===== src/rtl/id_stage.sv =====
// id_stage: instruction-decode stage of a 5-stage MIPS-style pipeline.
// Holds the 32x32 register file, decodes the opcode into control bits and
// registers everything into the ID/EX pipeline register with one cycle of latency.
// A branch resolved in MEM (MEM_ctrl_pc_src_in) flushes the decoded control
// bits to a bubble; the data fields still load normally.
// Optional feature macro: ID_WB_BYPASS_EN. When it is defined, a writeback to the
// register being read in the same cycle is forwarded to the read port.
module id_stage #(
   parameter int REG_ADDR_W = 5
) (
   input  logic                  clk_in,
   input  logic                  rst_in,
   input  logic [31:0]           IFID_pc_in,
   input  logic [31:0]           IFID_ir_in,
   input  logic                  MEM_ctrl_pc_src_in,
   input  logic                  WB_reg_write_in,
   input  logic [REG_ADDR_W-1:0] WB_write_reg_in,
   input  logic [31:0]           WB_write_data_in,
   output logic [31:0]           IDEX_pc_out,
   output logic [31:0]           IDEX_rs_data_out,
   output logic [31:0]           IDEX_rt_data_out,
   output logic [31:0]           IDEX_imm_out,
   output logic [4:0]            IDEX_rt_out,
   output logic [4:0]            IDEX_rd_out,
   output logic                  IDEX_reg_write_out,
   output logic                  IDEX_mem_to_reg_out,
   output logic                  IDEX_mem_read_out,
   output logic                  IDEX_mem_write_out,
   output logic                  IDEX_branch_out,
   output logic                  IDEX_alu_src_out,
   output logic                  IDEX_reg_dst_out,
   output logic [1:0]            IDEX_alu_op_out
);

   localparam int         NUM_REGS = 1 << REG_ADDR_W;
   localparam logic [5:0] OP_RTYPE = 6'b000000;
   localparam logic [5:0] OP_LW    = 6'b100011;
   localparam logic [5:0] OP_SW    = 6'b101011;
   localparam logic [5:0] OP_BEQ   = 6'b000100;

   logic [31:0]           regs_r [NUM_REGS];

   logic [5:0]            opcode_s;
   logic [REG_ADDR_W-1:0] rs_addr_s;
   logic [REG_ADDR_W-1:0] rt_addr_s;
   logic [31:0]           rs_data_s;
   logic [31:0]           rt_data_s;
   logic [31:0]           imm_s;

   logic                  reg_write_s;
   logic                  mem_to_reg_s;
   logic                  mem_read_s;
   logic                  mem_write_s;
   logic                  branch_s;
   logic                  alu_src_s;
   logic                  reg_dst_s;
   logic [1:0]            alu_op_s;

   assign opcode_s  = IFID_ir_in[31:26];
   assign rs_addr_s = IFID_ir_in[21 +: REG_ADDR_W];
   assign rt_addr_s = IFID_ir_in[16 +: REG_ADDR_W];
   assign imm_s     = {{16{IFID_ir_in[15]}}, IFID_ir_in[15:0]};

   // Register-file read ports; register 0 is hard-wired to zero.
   always_comb begin
      rs_data_s = 32'h0000_0000;
      rt_data_s = 32'h0000_0000;
      if (rs_addr_s != '0) begin
         rs_data_s = regs_r[rs_addr_s];
      end else begin
         rs_data_s = 32'h0000_0000;
      end
      if (rt_addr_s != '0) begin
         rt_data_s = regs_r[rt_addr_s];
      end else begin
         rt_data_s = 32'h0000_0000;
      end
`ifdef ID_WB_BYPASS_EN
      // Forward a same-cycle writeback so the reader sees the newest value.
      if (WB_reg_write_in && (WB_write_reg_in == rs_addr_s) && (rs_addr_s != '0)) begin
         rs_data_s = WB_write_data_in;
      end else begin
         rs_data_s = rs_data_s;
      end
      if (WB_reg_write_in && (WB_write_reg_in == rt_addr_s) && (rt_addr_s != '0)) begin
         rt_data_s = WB_write_data_in;
      end else begin
         rt_data_s = rt_data_s;
      end
`else
      // Without forwarding the reader sees the pre-write contents this cycle.
      rs_data_s = rs_data_s;
      rt_data_s = rt_data_s;
`endif
   end

   // Opcode decode into control bits; unknown opcodes become a bubble.
   always_comb begin
      reg_write_s  = 1'b0;
      mem_to_reg_s = 1'b0;
      mem_read_s   = 1'b0;
      mem_write_s  = 1'b0;
      branch_s     = 1'b0;
      alu_src_s    = 1'b0;
      reg_dst_s    = 1'b0;
      alu_op_s     = 2'b00;
      case (opcode_s)
         OP_RTYPE: begin
            reg_write_s = 1'b1;
            reg_dst_s   = 1'b1;
            alu_op_s    = 2'b10;
         end
         OP_LW: begin
            reg_write_s  = 1'b1;
            mem_to_reg_s = 1'b1;
            mem_read_s   = 1'b1;
            alu_src_s    = 1'b1;
            alu_op_s     = 2'b00;
         end
         OP_SW: begin
            mem_write_s = 1'b1;
            alu_src_s   = 1'b1;
            alu_op_s    = 2'b00;
         end
         OP_BEQ: begin
            branch_s = 1'b1;
            alu_op_s = 2'b01;
         end
         default: begin
            alu_op_s = 2'b00;
         end
      endcase
   end

   // Register-file write port; reset clears every entry and blocks writeback.
   always_ff @(posedge clk_in) begin
      if (rst_in) begin
         for (int i = 0; i < NUM_REGS; i++) begin
            regs_r[i] <= 32'h0000_0000;
         end
      end else if (WB_reg_write_in && (WB_write_reg_in != '0)) begin
         regs_r[WB_write_reg_in] <= WB_write_data_in;
      end else begin
         regs_r[0] <= 32'h0000_0000;
      end
   end

   // ID/EX pipeline register: reset beats flush, flush zeroes only control bits.
   always_ff @(posedge clk_in) begin
      if (rst_in) begin
         IDEX_pc_out         <= 32'h0000_0000;
         IDEX_rs_data_out    <= 32'h0000_0000;
         IDEX_rt_data_out    <= 32'h0000_0000;
         IDEX_imm_out        <= 32'h0000_0000;
         IDEX_rt_out         <= 5'd0;
         IDEX_rd_out         <= 5'd0;
         IDEX_reg_write_out  <= 1'b0;
         IDEX_mem_to_reg_out <= 1'b0;
         IDEX_mem_read_out   <= 1'b0;
         IDEX_mem_write_out  <= 1'b0;
         IDEX_branch_out     <= 1'b0;
         IDEX_alu_src_out    <= 1'b0;
         IDEX_reg_dst_out    <= 1'b0;
         IDEX_alu_op_out     <= 2'b00;
      end else begin
         IDEX_pc_out      <= IFID_pc_in;
         IDEX_rs_data_out <= rs_data_s;
         IDEX_rt_data_out <= rt_data_s;
         IDEX_imm_out     <= imm_s;
         IDEX_rt_out      <= IFID_ir_in[20:16];
         IDEX_rd_out      <= IFID_ir_in[15:11];
         if (MEM_ctrl_pc_src_in) begin
            IDEX_reg_write_out  <= 1'b0;
            IDEX_mem_to_reg_out <= 1'b0;
            IDEX_mem_read_out   <= 1'b0;
            IDEX_mem_write_out  <= 1'b0;
            IDEX_branch_out     <= 1'b0;
            IDEX_alu_src_out    <= 1'b0;
            IDEX_reg_dst_out    <= 1'b0;
            IDEX_alu_op_out     <= 2'b00;
         end else begin
            IDEX_reg_write_out  <= reg_write_s;
            IDEX_mem_to_reg_out <= mem_to_reg_s;
            IDEX_mem_read_out   <= mem_read_s;
            IDEX_mem_write_out  <= mem_write_s;
            IDEX_branch_out     <= branch_s;
            IDEX_alu_src_out    <= alu_src_s;
            IDEX_reg_dst_out    <= reg_dst_s;
            IDEX_alu_op_out     <= alu_op_s;
         end
      end
   end

endmodule


===== config.mk =====
export PLATFORM = sky130hd
export DESIGN_NAME = id_stage
export DESIGN_NICKNAME = d
export VERILOG_FILES = /design/src/rtl/id_stage.sv
export SDC_FILE = /design/constraint.sdc
export NUM_CORES = 2
export LEC_CHECK = 0
export CAP_MARGIN = 20
export CORE_MARGIN = 5
export CORE_UTILIZATION = 55
export CTS_CLUSTER_SIZE = 10
export DETAILED_ROUTE_END_ITERATION = 6
export GPL_TIMING_DRIVEN = 0
export MAX_ROUTING_LAYER = met4
export PLACE_DENSITY = 0.82
export SLEW_MARGIN = 0
export SYNTH_ARGS = -nofsm -noshare
export SYNTH_HDL_FRONTEND = slang
export SYNTH_SLANG_ARGS = --single-unit
export TNS_END_PERCENT = 100

===== constraint.sdc =====
create_clock -name clk_in -period 4 [get_ports clk_in]
set_input_delay 0.8 -clock clk_in [delete_from_list [all_inputs] [get_ports clk_in]]
set_output_delay 0.8 -clock clk_in [all_outputs]
set_load 0.02 [all_outputs]

==> impl_metrics.ini <==
[cts]
clk_pin_slew_ps = 50
cts-root-buf = clkbuf_16
numClockSinks = 1148
tritoncts = done
clkLatencyLatePin_ps = 780
cts_setup_buffers = 0
cts_made_buffers = 136
cts_buffer_depth = 3
htreeDepth = 4

[layout]
design_area_um2 = 66600
fin_nets = 4418
layout-drive-gt1-share = 0.190
fillCellCount = 7472
syn2layout_area_growth_pct = 14.9
final_cells = 5819

[drt]
post_drt_wl_per_cell_um = 39.8
wirelength_um = 231000
wl_met1_um = 72100
first_pass_iters = 7
num_vias = 41229
drtIter0Drc = 8014
vias_per_cell = 7.09
top_layer = met4
drc = 15
wl_met2_um = 95100
wl_met3_um = 42100
ant_nets = 0

[synth]
ys_seq_area_frac = 0.573
netlist_top_cells_area = edfxtp_1 53%, mux4_2 17%, and2_1 11%, mux2i_1 5.3%, dfxtp_1 4.3%
yosys.area_share.simple = 0.137
synth_xor_area_frac = 0
synthAdderAreaFrac = 0
synth_top_area_cell = edfxtp_1
synth_common_cells = 1024 x edfxtp_1, 999 x and2_1, 428 x mux4_2
netlist_instances = 3886
yosysMostFrequentCell = edfxtp_1
async_flop_share = 0
ys_ff_latch = 1148
synth_compound_area_frac = 0.0271
yosysWarnings = 0
synth_top_family_by_area = multiplexers
synth_edf_count = 1024
syn_area_um2 = 58000
synth_top_area_share = 0.530
synth_flop_cell = edfxtp_1
synth_cell_types = 38
avgSynthCellArea_um2 = 14.9
muxShareOfSynthArea = 0.226

[floorplan]
ios = 252
die_x_um = 335
die_area_um2 = 112000
rows = 119
die_h_um = 335
core_um2 = 105000
start_util = 0.553

[global_route]
grt_pass1_vias = 39014
grt_max_degree = 33
grt_pass1_wl_um = 309000
grt_overflow = 0
antenna_found_initial = 26
globalRouteTotalUtil = 0.415

[placed_design]
gp_routability_congestion = 1.11
numPlacedInstances = 5559
place_area_um2 = 62500
port-buffer-count = 243
hpwlAfterDp_um = 160000

[status]
status = finished, violations left
violations = design-rule violations, negative setup slack

[sta]
tns_ps = -50240
final.min_clock_period_ps = 4210
finalCritPeriodShare = 1.05
setup_viol = 472
slew_viol_final = 0
fmax_mhz = 237
worst_pin_slew_ps = 1300
rsz0062_at_grt = true
finClkSkew_ps = 48.1
finalHoldViolCount = 0
fin_ws_ps = -211
slew_headroom = 0.131

[critical_path]
criticalPathCategory = in2reg
start_kind = input pin
endpoint_kind = flip-flop
critPathMaxFanout = 32
critPathArrivalTime_ps = 4580
cp.required_ps = 4370

[power_and_ir_drop]
p_total_mw = 29.9
peakVddDrop_mv = 0.394
p_per_area_nw_per_um2 = 448
leakage_nw = 23.7

[min_path]
hold_path.class = in2reg

[flow_run]
drv_cap = 0
power breakdown:
group,internal (mW),switching (mW),leakage [nW]
clock,6.60,5.05,1.90
combinational,1.54,2.54,11.0
sequential,13.8,0.382,10.8
cell families (layout without fill, tap and decap cells):
family / Yosys count / in the layout
buf+inv: 414 / 898
other cells: 1 / 59
simple gates: 1321 / 1321
flops: 1148 / 1148
mux: 771 / 771
compound gates: 231 / 231
routing by layer:
layer / vias to the layer above / GRT usage
met5: - / -
met4: 0 / 0.297
met3: 954 / 0.203
met2: 4431 / 0.557
met1: 20337 / 0.486
li1: 15507 / -
layout make-up:
class / count / area, µm² / area share
sequential: 1148 / 33200 / 0.499
multi-input combinational: 2355 / 22800 / 0.343
clock buffer: 211 / 3780 / 0.0567
timing repair buffer: 258 / 2700 / 0.0406
buffer: 414 / 2100 / 0.0315
tap: 1391 / 1740 / 0.0261
clock inverter: 15 / 184 / 0.00276
antenna: 27 / 67.6 / 0.00101
timing repair:
item | in CTS | in global routing
gates resized for setup | 4 | 10
setup endpoints to repair | 928 | 503
hold buffers | 0 | 0
layout by cell type (no fill, tap or decap), types with 3 or more instances in the layout:
master	synthesis	final
a211o_1	26	26
a211oi_1	6	6
a21oi_1	28	28
a22oi_1	57	57
a31oi_1	26	26
and2_1	999	999
buf_1	11	11
buf_12	0	5
buf_2	58	58
buf_4	60	60
buf_6	33	34
buf_8	0	7
clkbuf_1	252	320
clkbuf_16	0	140
clkdlybuf4s50_1	0	243
clkinv_1	0	4
clkinv_8	0	3
conb_1	1	32
dfxtp_1	124	124
diode_2	0	27
edfxtp_1	1024	1024
inv_6	0	4
mux2_2	37	37
mux2i_1	306	306
mux4_2	428	428
nand2_1	60	60
nand3_1	45	45
nand3b_1	8	8
nand4_1	8	8
nor2_1	41	41
nor2b_1	68	68
nor3_1	8	8
o221ai_1	5	5
o22ai_1	80	80
or2_1	24	24
or2_2	47	34
or2_4	0	13
or3b_2	3	3
critical path, stage by stage:
cell and delay (ps):
clkdlybuf4s50_1 600, nor2b_1 620, nand3b_1 670, nor2_1 900, or2_2 970
sequential cells by signal (all words and copies together) (netlist names), 2 cells and up:
signal	flops
IDEX_rt_out	5
IDEX_pc_out	32
IDEX_rs_data_out	32
regs_r	1024
IDEX_rt_data_out	32
IDEX_imm_out	16
IDEX_alu_op_out	2
final timing paths:
check	slack (ps)	cells past startpoint	end	start
worst max-delay path	-210	5	regs_r[13][21]	rst_in
worst min-delay path	590	2	IDEX_pc_out[13]	IFID_pc_in[13]
worst min register to register	770	4	IDEX_rs_data_out[16]	regs_r[28][16]
worst max register to register	1330	4	IDEX_rs_data_out[26]	regs_r[23][26]
per-stage QoR:
stage | setup slack [ps] | utilization | hold slack [ps]
2_1_floorplan | 861 | - | 587
3_3_place_gp | -1630 | 0.593 | 742
3_5_place_dp | -1060 | 0.595 | 728
4_1_cts | 57.4 | 0.633 | 577
5_1_grt | -74.3 | 0.635 | 598
6_report | -211 | 0.635 | 587
(Power assumes the default switching activity.)
